`src/rtl/axis_exp_adc_seq_if.sv`:
```
// Stream handshake bundle for the 32-bit register-command path.
// The master drives data/valid and the slave returns ready.
interface axis_exp_adc_seq_if;
  logic [31:0] tdata;
  logic        tvalid;
  logic        tready;

  modport master (output tdata, output tvalid, input tready);
  modport slave  (input tdata, input tvalid, output tready);
endinterface

```
`src/rtl/axis_exp_adc_seq.sv`:
```
// Acquisition sequencer for the SPI ADC: periodic triggers, sample counting,
// and a one-entry command register gated so commands never overlap acquisitions.
module axis_exp_adc_seq #(
  parameter int CNT_WIDTH = 32
) (
  input  logic                 aclk,
  input  logic                 aresetn,
  input  logic [CNT_WIDTH-1:0] cfg_period,
  input  logic [CNT_WIDTH-1:0] cfg_num_samples,
  input  logic                 start,
  input  logic                 stop,
  output logic                 adc_trigger,
  input  logic                 adc_csn,
  input  logic                 adc_tvalid,
  input  logic                 adc_tready,
  axis_exp_adc_seq_if.slave    s_cmd,
  axis_exp_adc_seq_if.master   m_cmd,
  output logic                 busy,
  output logic                 done,
  output logic                 reg_mode,
  output logic [CNT_WIDTH-1:0] sample_count,
  output logic [CNT_WIDTH-1:0] overrun_count
);

  typedef enum logic [1:0] {
    IDLE  = 2'd0,
    RUN   = 2'd1,
    DRAIN = 2'd2
  } state_t;

  localparam logic [CNT_WIDTH-1:0] ONE = CNT_WIDTH'(1);
  localparam logic [CNT_WIDTH-1:0] TWO = CNT_WIDTH'(2);

  function automatic logic [CNT_WIDTH-1:0] sat_inc(input logic [CNT_WIDTH-1:0] v);
    return (&v) ? v : v + ONE;
  endfunction

  function automatic logic [CNT_WIDTH-1:0] clamp_period(input logic [CNT_WIDTH-1:0] p);
    return (p < TWO) ? TWO : p;
  endfunction

  state_t               r_state;
  logic [CNT_WIDTH-1:0] r_period;
  logic [CNT_WIDTH-1:0] r_num;
  logic [CNT_WIDTH-1:0] r_pcnt;
  logic [CNT_WIDTH-1:0] r_issued;
  logic [CNT_WIDTH-1:0] r_samples;
  logic [CNT_WIDTH-1:0] r_overrun;
  logic                 r_trig;
  logic                 r_done;
  logic                 r_reg_mode;
  logic                 r_cmd_full;
  logic [31:0]          r_cmd_data;

  logic w_start_ok;
  logic w_s_hs;
  logic w_m_hs;
  logic w_sample;
  logic w_can_fire;
  logic w_tick;
  logic w_run_end;
  logic w_s_ready;

  assign w_start_ok = (r_state == IDLE) && start && !r_reg_mode && !r_cmd_full;
  // A start accepted this cycle wins over a command, so no command can slip into a run.
  assign w_s_ready  = (r_state == IDLE) && !r_cmd_full && !w_start_ok;
  assign w_s_hs     = s_cmd.tvalid && w_s_ready;
  assign w_m_hs     = r_cmd_full && m_cmd.tready;
  assign w_sample   = adc_tvalid && adc_tready;
  assign w_can_fire = adc_csn && !r_trig;
  assign w_tick     = (r_pcnt == r_period - ONE);
  assign w_run_end  = stop || ((r_num != '0) && (r_issued == r_num));

  // The first tick is resolved on the start edge so the trigger lands the next cycle.
  always_ff @(posedge aclk or negedge aresetn) begin
    if (!aresetn) begin
      r_state   <= IDLE;
      r_period  <= '0;
      r_num     <= '0;
      r_pcnt    <= '0;
      r_issued  <= '0;
      r_samples <= '0;
      r_overrun <= '0;
      r_trig    <= 1'b0;
      r_done    <= 1'b0;
    end else begin
      r_trig <= 1'b0;
      r_done <= 1'b0;
      case (r_state)
        IDLE: begin
          if (w_start_ok) begin
            r_state   <= RUN;
            r_period  <= clamp_period(cfg_period);
            r_num     <= cfg_num_samples;
            r_pcnt    <= '0;
            r_samples <= '0;
            r_trig    <= adc_csn;
            r_issued  <= adc_csn ? ONE : '0;
            r_overrun <= adc_csn ? '0 : ONE;
          end
        end
        RUN: begin
          if (w_sample) r_samples <= sat_inc(r_samples);
          if (w_run_end) begin
            r_state <= DRAIN;
          end else begin
            r_pcnt <= w_tick ? '0 : r_pcnt + ONE;
            if (w_tick) begin
              if (w_can_fire) begin
                r_trig   <= 1'b1;
                r_issued <= r_issued + ONE;
              end else begin
                r_overrun <= sat_inc(r_overrun);
              end
            end
          end
        end
        DRAIN: begin
          if (w_sample) r_samples <= sat_inc(r_samples);
          if (r_samples == r_issued) begin
            r_state <= IDLE;
            r_done  <= 1'b1;
          end
        end
        default: r_state <= IDLE;
      endcase
    end
  end

  // Register-mode tracking follows the command as it leaves towards the ADC.
  always_ff @(posedge aclk or negedge aresetn) begin
    if (!aresetn) begin
      r_cmd_full <= 1'b0;
      r_cmd_data <= '0;
      r_reg_mode <= 1'b0;
    end else if (w_s_hs) begin
      r_cmd_full <= 1'b1;
      r_cmd_data <= s_cmd.tdata;
    end else if (w_m_hs) begin
      r_cmd_full <= 1'b0;
      if (r_cmd_data[23:21] == 3'b101) begin
        r_reg_mode <= 1'b1;
      end else if (r_cmd_data[23:0] == 24'h801401) begin
        r_reg_mode <= 1'b0;
      end
    end
  end

  assign adc_trigger   = r_trig;
  assign busy          = (r_state != IDLE);
  assign done          = r_done;
  assign reg_mode      = r_reg_mode;
  assign sample_count  = r_samples;
  assign overrun_count = r_overrun;
  assign s_cmd.tready  = w_s_ready;
  assign m_cmd.tvalid  = r_cmd_full;
  assign m_cmd.tdata   = r_cmd_data;

endmodule

```
`src/flat_wrapper.sv`:
```
// flat-port wrapper written by rule: the top's interface ports become plain ports
module axis_exp_adc_seq_flat 
#(
  parameter int CNT_WIDTH = 32
)
  (aclk, aresetn, cfg_period, cfg_num_samples, start, stop, adc_trigger, adc_csn, adc_tvalid, adc_tready, busy, done, reg_mode, sample_count, overrun_count, s_cmd_tdata, s_cmd_tvalid, s_cmd_tready, m_cmd_tdata, m_cmd_tvalid, m_cmd_tready);
  axis_exp_adc_seq_if s_cmd_i ();
  axis_exp_adc_seq_if m_cmd_i ();
  input  logic aclk;
  input  logic aresetn;
  input  logic [CNT_WIDTH-1:0] cfg_period;
  input  logic [CNT_WIDTH-1:0] cfg_num_samples;
  input  logic start;
  input  logic stop;
  output logic adc_trigger;
  input  logic adc_csn;
  input  logic adc_tvalid;
  input  logic adc_tready;
  output logic busy;
  output logic done;
  output logic reg_mode;
  output logic [CNT_WIDTH-1:0] sample_count;
  output logic [CNT_WIDTH-1:0] overrun_count;
  input wire logic [$bits(s_cmd_i.tdata)-1:0] s_cmd_tdata;
  input wire logic [$bits(s_cmd_i.tvalid)-1:0] s_cmd_tvalid;
  output wire logic [$bits(s_cmd_i.tready)-1:0] s_cmd_tready;
  output wire logic [$bits(m_cmd_i.tdata)-1:0] m_cmd_tdata;
  output wire logic [$bits(m_cmd_i.tvalid)-1:0] m_cmd_tvalid;
  input wire logic [$bits(m_cmd_i.tready)-1:0] m_cmd_tready;
  assign s_cmd_i.tdata = s_cmd_tdata;
  assign s_cmd_i.tvalid = s_cmd_tvalid;
  assign s_cmd_tready = s_cmd_i.tready;
  assign m_cmd_tdata = m_cmd_i.tdata;
  assign m_cmd_tvalid = m_cmd_i.tvalid;
  assign m_cmd_i.tready = m_cmd_tready;
  axis_exp_adc_seq #(.CNT_WIDTH(CNT_WIDTH)) u_core (.aclk(aclk), .aresetn(aresetn), .cfg_period(cfg_period), .cfg_num_samples(cfg_num_samples), .start(start), .stop(stop), .adc_trigger(adc_trigger), .adc_csn(adc_csn), .adc_tvalid(adc_tvalid), .adc_tready(adc_tready), .s_cmd(s_cmd_i), .m_cmd(m_cmd_i), .busy(busy), .done(done), .reg_mode(reg_mode), .sample_count(sample_count), .overrun_count(overrun_count));
endmodule
```
`config.mk`:
```
export PLATFORM = sky130hd
export DESIGN_NAME = axis_exp_adc_seq_flat
export DESIGN_NICKNAME = d
export VERILOG_FILES = /design/src/rtl/axis_exp_adc_seq_if.sv /design/src/rtl/axis_exp_adc_seq.sv /design/src/flat_wrapper.sv
export SDC_FILE = /design/constraint.sdc
export NUM_CORES = 1
export LEC_CHECK = 0
export CORE_AREA = 2 2 210 212
export DETAILED_ROUTE_END_ITERATION = 8
export DIE_AREA = 0 0 212 214
export HOLD_SLACK_MARGIN = 0.15
export PLACE_DENSITY_LB_ADDON = 0.05
export SETUP_SLACK_MARGIN = 0.5
export SLEW_MARGIN = 0
export SYNTH_ARGS = -nofsm -noshare
export SYNTH_HDL_FRONTEND = slang
export SYNTH_SLANG_ARGS = --single-unit
export TNS_END_PERCENT = 1
```
`constraint.sdc`:
```
create_clock -name aclk -period 8.21 [get_ports aclk]
set_input_delay 0.821 -clock aclk [delete_from_list [all_inputs] [get_ports aclk]]
set_output_delay 0.821 -clock aclk [all_outputs]
set_load 0.02 [all_outputs]
```
==> flow_summary.json, run 1 <==
{
  "status": "finished clean",
  "setup_viol": 0,
  "synth-edff-count": 0,
  "cts_buffer_depth": 3,
  "pwr-share-seq_pct": 37.7,
  "die_w_microns": 212,
  "clock_power_share_pct": 28.9,
  "grt_pass1_vias": 10710,
  "clk_latency_ns": 0.57,
  "synth_flop_cell": "dfrtp_1",
  "post-route-min-period_ns": 4.77,
  "power_mw": 4.75,
  "diodes": 0,
  "clock_sinks": 230,
  "routed_wl_microns": 41900,
  "ctsResizeCount": 0,
  "worst_hold_slack_ns": 0.322,
  "synth_area_sq_um": 12700,
  "setup_slack_ns": 3.44,
  "ys.warnings.count": 0,
  "root_buffer": "clkbuf_16",
  "path_buf_inv": 1,
  "io_pins": 207,
  "cpMaxStageDelayCell": "or4_1",
  "synth_cell_types": 60,
  "nFillCells": 4313,
  "wl_per_cell_microns": 20.1,
  "io_buffers": 206,
  "dieArea_sq_um": 45400,
  "irDropWorstVdd_mv": 0.183,
  "pre_cts_slack_ns": 3.43,
  "power_leakage_nw": 6.44,
  "ys_seq_elements": 230,
  "crit_family": "simple AND/OR/NAND/NOR gates",
  "rows": 76,
  "clock_skew_ns": 0.0160,
  "r2r_cells": 10,
  "final_core_utilization_pct": 38.3,
  "synthCells": 1292,
  "vias": 10714,
  "cts_setup_buffers": 0,
  "async_flop_share_pct": 100,
  "seq_area_frac_synth_pct": 45.2,
  "initial_core_util_pct": 29.7,
  "comb_power_share_pct": 33.5,
  "layout-drive-gt1-share_pct": 11.6,
  "rsz0062_at_grt": "false",
  "drt-pass1-iter-count": 5,
  "dieHeight_microns": 214,
  "hold_class": "in2async",
  "grt_remaining_overflow": 0,
  "synthesis.nets": 1405,
  "cts_hold_buf": 0,
  "place.gp.congestion": 0.858,
  "drc": 0,
  "relSlewSlack_pct": 33.4,
  "vias_per_cell": 5.15,
  "crit_chain": "or4_1, nor3_1, nand3_1, xnor2_1, or4_1, or4_1, o21a_2, buf_4, or4_1, a21oi_1",
  "ant_nets": 0,
  "synth_top_area_share_pct": 45.2,
  "cp_max_fo": 83,
  "grt_max_degree": 104,
  "hold_viol": 0,
  "hpwlAfterDp_microns": 29800,
  "crit_arrival_ns": 5.27,
  "core_area_sq_um": 42900,
  "worstPathRequired_ns": 8.70,
  "areaGrowthSynthToFinish_pct": 29.0,
  "synth_largest_area_cell": "dfrtp_1",
  "htreeDepth": 1,
  "p_int_mw": 3.05,
  "grt_usage_pct": 18.4,
  "grt_pass1_wl_microns": 65400,
  "critPathMaxStageDelay_ns": 0.74,
  "cts_buffers": 29,
  "max_clock_freq_ghz": 0.210,
  "slew_violations": 0,
  "drtIter0Drc": 671,
  "critical_path_class": "reg2reg",
  "tns_ns": 0,
  "avgSynthCellArea_sq_um": 9.86,
  "path_common_cell": "or4_1",
  "end_kind": "flip-flop",
  "synth_common_cells": "dfrtp_1 (230), xnor2_1 (111), nor2_1 (101), mux2_2 (96), nand2_1 (95)",
  "p_per_area_nw_per_um2": 289,
  "critPathLaunchType": "flip-flop",
  "fin_crit_sh_pct": 58.1,
  "power.switching_mw": 1.71,
  "grt_antenna_before_repair": 0,
  "worst_pin_slew_ns": 0.986,
  "synth.most_common_cell": "dfrtp_1",
  "cp.depth": 10,
  "maxCapViolCount": 0,
  "synth.area.top_cells": "dfrtp_1 (45%), mux2_2 (8.5%), xnor2_1 (7.6%)",
  "swShare_pct": 35.9,
  "cts_tree": "yes",
  "final_nets": 1590,
  "clk_pin_slew_ns": 0.06
}
-- power by group through the flow --
stage                     registers, mW  logic, mW  clock network (mW)
after floorplan                    1.78      0.954                   0
after global placement             1.80       1.60                   0
after detailed placement           1.80       1.60                   0
after CTS                          1.79       1.61                1.41
after global routing               1.85       1.73                1.46
final                              1.79       1.59                1.37
-- per-stage QoR --
| step | std cells | area (sq um) |
|---|---|---|
| 2_1_floorplan | 1292 | 12700 |
| 5_1_grt | 2082 | 16400 |
| 3_3_place_gp | 2031 | 15400 |
| 4_1_cts | 2082 | 16400 |
| 3_5_place_dp | 2031 | 15400 |
| 6_report | 2082 | 16400 |
-- registers in the layout, summed over array words and instances (netlist names) --
register / cells
u_core.adc_trigger: 1
u_core.done: 1
u_core.m_cmd.tdata: 32
u_core.m_cmd.tvalid: 1
u_core.overrun_count: 32
u_core.r_issued: 32
u_core.r_num: 32
u_core.r_pcnt: 32
u_core.r_period: 32
u_core.r_state: 2
u_core.reg_mode: 1
u_core.sample_count: 32
-- layout by cell type, fill, tap and decap left out, types with 12 or more instances in the layout --
master,Yosys,final
dfrtp_1,230,230
clkdlybuf4s50_1,0,205
xnor2_1,111,111
nor2_1,101,100
mux2_2,96,96
nand2_1,95,95
nand4_1,55,55
o21ai_0,53,52
xor2_1,51,51
nand3_1,51,51
a21oi_1,41,41
nor4_1,39,39
and3_1,30,30
clkbuf_16,0,29
inv_1,28,28
or3_1,27,27
or4_1,25,25
nor3_1,22,22
o31ai_1,21,21
buf_4,0,15
and4_1,14,14
o211ai_1,12,12
-- layer usage --
| layer | track usage, % | routed length, microns | up-vias |
|---|---|---|---|
| met5 | 0 | 0 | - |
| met1 | 28.0 | 21000 | 5314 |
| met3 | 3.24 | 2330 | 39 |
| met2 | 27.1 | 18000 | 290 |
| met4 | 3.69 | 598 | 0 |
| li1 | - | - | 5071 |
-- final cells by class --
type / instances / area [sq um] / share of cell area [%]
timing repair buffer: 221 / 2180 / 13.3
tap: 585 / 732 / 4.46
clock buffer: 40 / 817 / 4.98
clock inverter: 11 / 193 / 1.17
inverter: 29 / 109 / 0.663
sequential: 230 / 5760 / 35.0
multi-input combinational: 966 / 6640 / 40.4
-- logic make-up (layout without fill, tap and decap cells) --
kind of cell	Yosys count	count (layout)	synth area share (%)
AOI/OAI and AO/OA	173	173	8.78
xor gates and xnor gates	162	162	11.1
adders and majority gates	8	8	0.786
buffers and inverters	96	301	2.98
DFF	230	230	45.2
muxes	105	105	9.20
and+or+nand+nor	518	518	21.9
-- worst paths after layout --
kind	from	end	slack [ns]
setup reg to reg	u_core.r_period[2]$_DFFE_PN0P_	u_core.r_issued[14]$_DFFE_PN0P_	3.44
max in group asynchronous	aresetn	u_core.r_pcnt[6]$_DFFE_PN0P_	6.44
hold / removal	aresetn	u_core.r_period[6]$_DFFE_PN0P_	0.32
hold reg to reg	u_core.m_cmd.tdata[26]$_DFFE_PN0P_	u_core.m_cmd.tdata[26]$_DFFE_PN0P_	0.51
setup / recovery	u_core.r_period[2]$_DFFE_PN0P_	u_core.r_issued[14]$_DFFE_PN0P_	3.44
min in group aclk	u_core.m_cmd.tdata[26]$_DFFE_PN0P_	u_core.m_cmd.tdata[26]$_DFFE_PN0P_	0.51
Power figures use the tool's default switching activity.
==> inputs of run 2 (changes only) <==
Clock period 8.21 ns to 4.85 ns, I/O delays scaled along.
==> run 2 against run 1 <==
Sequential share of layout area decreased by 0.31 points. Hold slack improved by 0.17 ns. Clock power increased by 65%. Power increased by 69%. Cell area increased by 0.88%. Utilization increased by 0.34 points. Critical path depth increased by 1. Count of clock-buffer cells in the layout increased by 4. Clock skew increased by 0.012 ns. Via count decreased by 0.72%. Flip-flop and latch count unchanged. Global-route usage decreased by 0.15 points. Highest routed layer unchanged. Largest cell class unchanged.
==> flow_summary.json, run 2 (same netlist as run 1, synthesis figures left out) <==
{
  "worst_pin_slew_ns": 1.31,
  "path_buf_inv": 2,
  "gr-usage-met1_pct": 28.2,
  "ant_nets": 0,
  "cp_max_fo": 8,
  "p_per_area_nw_per_um2": 485,
  "grt_usage_pct": 18.3,
  "fin_crit_sh_pct": 85.4,
  "multiInputGateArea_sq_um": 6660,
  "grt_pass1_wl_microns": 64900,
  "drc": 0,
  "p_int_mw": 5.13,
  "areaGrowthSynthToFinish_pct": 30.1,
  "dp_cells": 2043,
  "layout-drive-gt1-share_pct": 12.6,
  "nFillCells": 4339,
  "status": "finished clean",
  "initial_core_util_pct": 29.7,
  "critical_path_class": "reg2reg",
  "clk_latency_ns": 0.58,
  "max_clock_freq_ghz": 0.242,
  "hpwlAfterDp_microns": 30000,
  "clock_power_share_pct": 28.1,
  "power_leakage_nw": 6.53,
  "rsz0062_at_grt": "false",
  "rows": 76,
  "htreeDepth": 1,
  "place.gp.congestion": 0.850,
  "cts_tree": "yes",
  "top_usage_layer": "met1",
  "maxCapViolCount": 0,
  "wl_per_cell_microns": 20.0,
  "core_area_sq_um": 42900,
  "drtIter0Drc": 536,
  "clock_skew_ns": 0.0281,
  "diodes": 0,
  "worstPathRequired_ns": 5.32,
  "drt-pass1-iter-count": 5,
  "grtUsageMet3_pct": 2.76,
  "seq_area_sq_um": 5760,
  "swShare_pct": 36.2,
  "hold_class": "in2reg",
  "die_w_microns": 212,
  "clk_pin_slew_ns": 0.06,
  "dieArea_sq_um": 45400,
  "slew_violations": 0,
  "power.switching_mw": 2.91,
  "cts_buffer_depth": 3,
  "irDropWorstVdd_mv": 0.347,
  "post-route-min-period_ns": 4.14,
  "routed_wl_microns": 42000,
  "io_buffers": 206,
  "critPathMaxStageDelay_ns": 0.61,
  "grt_max_degree": 97,
  "vias": 10637,
  "crit_arrival_ns": 4.61,
  "setup_viol": 0,
  "hold_viol": 0,
  "use_met2_pct": 26.5,
  "grt_remaining_overflow": 0,
  "root_buffer": "clkbuf_16",
  "pwr-share-seq_pct": 37.7,
  "final_nets": 1605,
  "cts_setup_buffers": 0,
  "comb_power_share_pct": 34.3,
  "vias_per_cell": 5.07,
  "cpMaxStageDelayCell": "or4_4",
  "tns_ns": 0,
  "mostFrequentLayoutCell": "dfrtp_1",
  "io_pins": 207,
  "crit_family": "simple AND/OR/NAND/NOR gates",
  "end_kind": "flip-flop",
  "fin_cells": 2100,
  "cts_buffers": 30,
  "dieHeight_microns": 214,
  "crit_chain": "or4_4, or3_4, or4_1, a2111oi_2, nand4_1, or4_4, buf_4, a211oi_1, buf_4, nand2_1, a211o_1",
  "grt_pass1_vias": 10621,
  "grt_antenna_before_repair": 0,
  "critPathLaunchType": "flip-flop",
  "final_cell_mix": "dfrtp_1 (230), clkdlybuf4s50_1 (205), xnor2_1 (111)",
  "relSlewSlack_pct": 12.0,
  "clock_sinks": 230
}
[run 2: changes by cell type in the layout (fill, tap and decap cells not counted), sizes merged]
cell         previous run  this run
bufinv                  5         3
o21a                    5         6
clkinv                  4         9
clkinvlp                2         0
inv                    29        28
buf                    16        28
dlygate4sd3             0         1
clkbuf                 40        44
[run 2: worst paths after layout]
path / startpoint / endpoint / slack [ns] / depth (start not counted)
max in group asynchronous: aresetn / u_core.r_issued[29]$_DFFE_PN0P_ / 2.99 / 3
worst max register to register: u_core.r_period[1]$_DFFE_PN0P_ / u_core.overrun_count[28]$_DFFE_PN0P_ / 0.71 / 11
worst max-delay path: u_core.r_period[1]$_DFFE_PN0P_ / u_core.overrun_count[28]$_DFFE_PN0P_ / 0.71 / 11
worst min-delay path: m_cmd_tready / u_core.m_cmd.tvalid$_DFFE_PN0P_ / 0.49 / 2
min in group asynchronous: aresetn / u_core.r_period[5]$_DFFE_PN0P_ / 0.54 / 2
worst min register to register: u_core.m_cmd.tdata[27]$_DFFE_PN0P_ / u_core.m_cmd.tdata[27]$_DFFE_PN0P_ / 0.51 / 1
[run 2: routing by layer]
layer	part of all wire, %	wire length [microns]
met3	4.8	2020
met1	51	21300
met2	42	17800
met5	0	0
met4	2.1	886
[run 2: final cells by class]
type                    instances  share of cell area, %
flip-flops and latches        230                   34.7
inverters                      29                  0.657
clock buffers                  44                   5.15
well taps                     585                   4.42
clock inverters                11                  0.853
multi-input cells             967                   40.2
repair buffers                234                   14.0
[run 2: power by group through the flow]
stage                     registers [mW]  logic (mW)  clock network, mW
after floorplan                     3.02        1.62                  0
after global placement              3.05        2.75                  0
after detailed placement            3.05        2.75                  0
after CTS                           3.02        2.78               2.33
after global routing                3.12        3.00               2.40
final                               3.03        2.76               2.26
[run 2: worst register-to-register path, stage by stage, from the launching register on]
cell,delay (ns)
dfrtp_1,0.41
or4_4,0.61
or3_4,0.41
or4_1,0.50
a2111oi_2,0.38
nand4_1,0.15
or4_4,0.50
buf_4,0.20
a211oi_1,0.26
buf_4,0.19
nand2_1,0.12
a211o_1,0.31
[run 2: timing repair]
action | in CTS | in global routing
hold buffers | 1 | 0
endpoints found under the setup margin | 1 | 45
hold endpoints to repair | 94 | 0
gates cloned | 0 | 1
resized for setup | 1 | 7
[run 2: per-stage QoR]
step	power, mW	setup WS [ns]	hold slack (ns)	instance area, sq um	utilization (%)
6_report	8.04	0.709	0.490	16600	38.6
4_1_cts	8.13	0.501	0.459	16500	38.5
3_5_place_dp	5.80	0.489	0.497	15500	36.2
2_1_floorplan	4.63	0.876	0.189	12700	-
3_3_place_gp	5.80	0.531	0.490	15500	36.2
5_1_grt	8.51	0.572	0.490	16600	38.6
